File: config.mk
export PLATFORM = sky130hd
export DESIGN_NAME = pll_reset_ctrl
export DESIGN_NICKNAME = d
export VERILOG_FILES = /design/src/rtl/pll_reset_ctrl.sv
export SDC_FILE = /design/constraint.sdc
export NUM_CORES = 1
export LEC_CHECK = 0
export ABC_AREA = 1
export CAP_MARGIN = 25
export CORE_MARGIN = 8
export CORE_UTILIZATION = 51
export CTS_CLUSTER_DIAMETER = 150
export DETAILED_ROUTE_END_ITERATION = 8
export PLACE_DENSITY = 0.74
export SYNTH_ARGS = -nofsm -noshare
export SYNTH_HDL_FRONTEND = slang
export SYNTH_SLANG_ARGS = --single-unit
File: constraint.sdc
create_clock -name clock -period 1.72 [get_ports clock]
set_input_delay 0.344 -clock clock [delete_from_list [all_inputs] [get_ports clock]]
set_output_delay 0.344 -clock clock [all_outputs]
set_load 0.03 [all_outputs]
File: src/rtl/pll_reset_ctrl.sv
// Board PLL reset sequencer: holds the PLL in reset, qualifies lock over a
// stability window, retries on lock timeout and owns the system reset.
module pll_reset_ctrl #(
    parameter int PLL_RESET_CYCLES   = 16,
    parameter int LOCK_TIMEOUT       = 65536,
    parameter int LOCK_STABLE_CYCLES = 1024,
    parameter int MAX_RETRIES        = 3
) (
    input  logic       clock,
    input  logic       reset_n,
    input  logic       locked,
    input  logic       restart,
    input  logic       clear,
    output logic       pll_resetb,
    output logic       sys_reset_n,
    output logic       ready,
    output logic       fail,
    output logic       lock_lost,
    output logic [3:0] retry_count
);
    localparam int MAX_A   = (PLL_RESET_CYCLES > LOCK_TIMEOUT) ? PLL_RESET_CYCLES : LOCK_TIMEOUT;
    localparam int MAX_CYC = (MAX_A > LOCK_STABLE_CYCLES) ? MAX_A : LOCK_STABLE_CYCLES;
    localparam int CW      = (MAX_CYC > 1) ? $clog2(MAX_CYC) : 1;

    localparam logic [CW-1:0] RST_LAST  = CW'(PLL_RESET_CYCLES - 1);
    localparam logic [CW-1:0] TMO_LAST  = CW'(LOCK_TIMEOUT - 1);
    localparam logic [CW-1:0] STB_LAST  = CW'(LOCK_STABLE_CYCLES - 1);
    localparam logic [3:0]    RETRY_MAX = 4'(MAX_RETRIES);

    typedef enum logic [2:0] {
        S_PLL_RST,
        S_WAIT_LOCK,
        S_STABLE,
        S_RUN,
        S_FAILED
    } state_t;

    state_t        state, state_nxt;
    logic [CW-1:0] cnt;
    logic [1:0]    sync_q;
    logic          lock_sync;
    logic          started;
    logic [3:0]    retry_nxt;
    logic          lost_nxt;

    always_ff @(posedge clock or negedge reset_n) begin
        if (!reset_n) sync_q <= 2'b00;
        else          sync_q <= {sync_q[0], locked};
    end

    assign lock_sync = sync_q[1];

    always_comb begin
        state_nxt = state;
        retry_nxt = retry_count;
        lost_nxt  = lock_lost;
        if (clear) lost_nxt = 1'b0;
        case (state)
            S_PLL_RST: begin
                if (cnt == RST_LAST) state_nxt = S_WAIT_LOCK;
            end
            S_WAIT_LOCK: begin
                if (lock_sync) begin
                    state_nxt = S_STABLE;
                end else if (cnt == TMO_LAST) begin
                    if (retry_count == RETRY_MAX) begin
                        state_nxt = S_FAILED;
                    end else begin
                        retry_nxt = retry_count + 4'd1;
                        state_nxt = S_PLL_RST;
                    end
                end
            end
            S_STABLE: begin
                // a lock drop here is treated as still settling, not a failed attempt
                if (!lock_sync)           state_nxt = S_WAIT_LOCK;
                else if (cnt == STB_LAST) state_nxt = S_RUN;
            end
            S_RUN: begin
                if (!lock_sync) begin
                    lost_nxt  = 1'b1;
                    retry_nxt = 4'd0;
                    state_nxt = S_PLL_RST;
                end
            end
            S_FAILED: begin
                if (restart) begin
                    retry_nxt = 4'd0;
                    state_nxt = S_PLL_RST;
                end
            end
            default: state_nxt = S_PLL_RST;
        endcase
    end

    // The first edge after reset release acts as entry into PLL_RST, so the
    // initial attempt holds the PLL in reset for the same window as a retry.
    always_ff @(posedge clock or negedge reset_n) begin
        if (!reset_n) begin
            state       <= S_PLL_RST;
            cnt         <= '0;
            started     <= 1'b0;
            pll_resetb  <= 1'b0;
            sys_reset_n <= 1'b0;
            ready       <= 1'b0;
            fail        <= 1'b0;
            lock_lost   <= 1'b0;
            retry_count <= 4'd0;
        end else begin
            started <= 1'b1;
            if (started) begin
                state       <= state_nxt;
                cnt         <= (state_nxt != state) ? '0 : cnt + CW'(1);
                pll_resetb  <= (state_nxt == S_WAIT_LOCK) || (state_nxt == S_STABLE) ||
                               (state_nxt == S_RUN);
                sys_reset_n <= (state_nxt == S_RUN);
                ready       <= (state_nxt == S_RUN);
                fail        <= (state_nxt == S_FAILED);
                lock_lost   <= lost_nxt;
                retry_count <= retry_nxt;
            end
        end
    end
endmodule

==> metrics.md <==
| Metric | Value |
|---|---|
| Status | `finished with violations` |
| Failing checks | `negative setup slack` |
| Post-route clock period utilization | `104%` |
| CTS H-tree depth | `2` |
| Synth area leader | `dfrtp_1` |
| Initial DRT Pass Iterations | `4` |
| Logic pwr share | `46.6%` |
| WL/cell | `15.0 µm` |
| Final antenna-violating net count | `0` |
| Root Driver | `clkbuf_4` |
| GRT Overall Usage | `17.8%` |
| Iter 0 DRT Violations | `72` |
| TritonCTS clock tree | `built` |
| Final setup viols | `14` |
| Int Power | `1.56 mW` |
| Setup WS post-layout | `-0.0655 ns` |
| Final min period | `1.79 ns` |
| Top cell type's share of synthesized area | `44.9%` |
| Worst VDD drop | `844 µV` |
| Largest net degree at the start of global routing | `31` |
| Crit path top cell by count | `nor2_4` |
| Synthesized area | `0.00167 mm²` |
| Nature of the critical path endpoint | `flop` |
| Fraction of synthesized area in multiplexers | `0%` |
| Clock Latency Late Sink | `0.34 ns` |
| RD Place Congestion | `0.895` |
| Setup TNS | `-0.679 ns` |
| CP max stage cell | `dfrtp_1` |
| #FFs+latches synth | `30` |
| Die Width | `73.2 µm` |
| Die height | `73.2 µm` |
| Layout cells sized above 1 | `36.7%` |
| Startpoint types | `flop` |
| Top post-synthesis cells by area | `dfrtp_1 45%, nand2_1 11%, nor2_1 6.1%, nor2_2 5.2%, xor2_1 3.7%` |
| Simple-gate share of the synthesized area | `34.5%` |
| Nets | `257` |
| Commonest cells after routing, fill and taps aside | `42 x nand2_1, 30 x dfrtp_1, 26 x buf_4` |
| Cell family with most CP delay | `simple AND/OR/NAND/NOR gates` |
| CP max stage delay | `0.41 ns` |
| DRC Markers | `0` |
| Clk sink count | `30` |
| Max Freq | `0.560 GHz` |
| Synthesized area per cell | `8.19 µm²` |
| Largest family of logic cells by synthesized area | `simple AND/OR/NAND/NOR gates` |
| First-pass GRT wire length | `7.24 mm` |
| Pwr per Cell Area | `1150 mW/mm²` |
| Critical path buffers and inverters | `2` |
| Die area | `0.00536 mm²` |
| Worst path required time | `1.95 ns` |
| Buffers added on ports | `13` |
| Worst Hold Class | `reg2reg` |
| Pre-CTS setup slack | `-0.177 ns` |
| Clock buffer count from CTS | `5` |
| Vias per cell | `5.24` |
| Synthesized Nets | `211` |
| Critical Path AT | `2.01 ns` |
| Switching share of power | `40.1%` |
| # rows | `20` |
| Compound-Gate Fraction of Synth Area | `6.67%` |
| Post-Synth Adder-Cell Area | `1.50%` |
| DP HPWL | `2.69 mm` |
| Yosys cell types | `31` |
| Via count | `1545` |
| Clock transition at path regs | `0.09 ns` |
| Fillers | `234` |
| Max FO, Critical Path | `7` |
| Hold Vio Cnt, Final | `0` |
| Fin. max-slew vios | `0` |
| Overflow after GRT | `0` |
| Synth Area in XOR/XNOR | `6.82%` |
| Ports | `14` |
| Ys Warns | `0` |
| Clock skew | `0.00581 ns` |
| NetSw | `1.05 mW` |
| Sequential share of the synthesized area | `44.9%` |
| Syn-to-layout area delta | `36.2%` |
| CP Class | `reg2reg` |
| Clock Path Buffers | `2` |
| Vias in the first global route | `1586` |
| Setup repair after global routing missed its margin | `true` |
| Max cap viols | `0` |
| Most common cell after layout, fill and taps aside | `nand2_1` |
| Cells after synthesis | `204` |
| Initial core utilization | `54.3%` |
| N_diodes | `0` |
| Sequential Power Share | `36.1%` |
| Clock Power Share | `17.3%` |
| LEAKAGE | `1.10 nW` |
| Initial antenna violation count | `0` |
| Min Hold Slack | `0.368 ns` |
| Crit-path cells | `ha_4 > nand3_4 > inv_2 > nand2_4 > nor2_4 > o21bai_4 > a31oi_4 > nor2_4 > nor2_4 > buf_6 > nor2_2` |
| Core Box Area | `0.00308 mm²` |
| Final WL | `4.44 mm` |
## routing by layer
metal | up-vias | wire length, µm | GRT usage [%]
li1 | 733 | - | -
met4 | 0 | 168 | 13.3
met3 | 22 | 205 | 4.95
met2 | 41 | 2290 | 28.5
met5 | - | 0 | 0
met1 | 749 | 1770 | 19.5
## path summary, 6_finish.rpt
check                          start        end  slack (ns)  cells past startpoint
min                        sync_q[0]  sync_q[1]        0.37                      0
max                           cnt[1]     cnt[9]       -0.07                     11
min in group asynchronous    reset_n    cnt[13]        0.38                      2
max in group asynchronous    reset_n     cnt[7]        1.05                      2
min reg2reg                sync_q[0]  sync_q[1]        0.37                      0
max reg2reg                   cnt[1]     cnt[9]       -0.07                     11
## area by class of cell
class	count	area, µm²	share of cell area [%]
Clock buffer	7	55.1	2.42
Clock inverter	1	5.00	0.220
Inverter	18	67.6	2.97
Multi-Input combinational cell	153	985	43.3
Sequential cell	30	751	33.0
Tap cell	44	55.1	2.42
Timing Repair Buffer	42	357	15.7
## sequential cells by signal, indices dropped and copies added, names as in the netlist
signal,flops
cnt,16
retry_count,4
state,3
sync_q,2
fail,1
lock_lost,1
pll_resetb,1
ready,1
started,1
## repair_timing
action | CTS | global route
hold buffers | 0 | 0
cloned | 1 | 0
setup endpoints to repair | 24 | 23
setup buffers | 8 | 8
pin swaps | 3 | 23
resized for setup | 20 | 35
## through the flow
stage / std cells / util [%] / instance area, µm² / total power [mW]
6_report: 295 / 73.9 / 2270 / 2.61
5_1_grt: 295 / 73.9 / 2270 / 2.76
4_1_cts: 290 / 69.7 / 2140 / 2.54
3_5_place_dp: 273 / 63.2 / 1950 / 1.82
3_3_place_gp: 273 / 63.2 / 1950 / 1.78
2_1_floorplan: 204 / - / 1670 / 1.51
## power by group through the flow
stage,Sequential (mW),Clock [mW],Combinational (mW)
CTS,0.935,0.457,1.15
finish,0.943,0.452,1.22
global placement,0.927,0,0.851
global route,0.957,0.487,1.32
detailed placement,0.937,0,0.887
floorplan,1.02,0,0.490
## cells by family after synthesis
family	Yosys count
AO/OA/AOI/OAI	19
XOR/XNOR	13
adder cells (fa/ha/maj)	2
buffers and inverters	21
flip-flops	30
other	1
AND/OR/NAND/NOR	118
## cell usage after synthesis, drive strengths merged
master	instances
nand2	53
nor2	44
dfrtp	30
inv	17
nand3	10
o21ai	10
xor2	7
xnor2	6
nor3	4
or2	4
a21oi	3
buf	2
ha	2
o31ai	2
a31oi	1
clkbuf	1
clkinv	1
conb	1
nand3b	1
nand4	1
o2111ai	1
o21bai	1
o221ai	1
or3	1
Power figures use the tool's default switching activity.
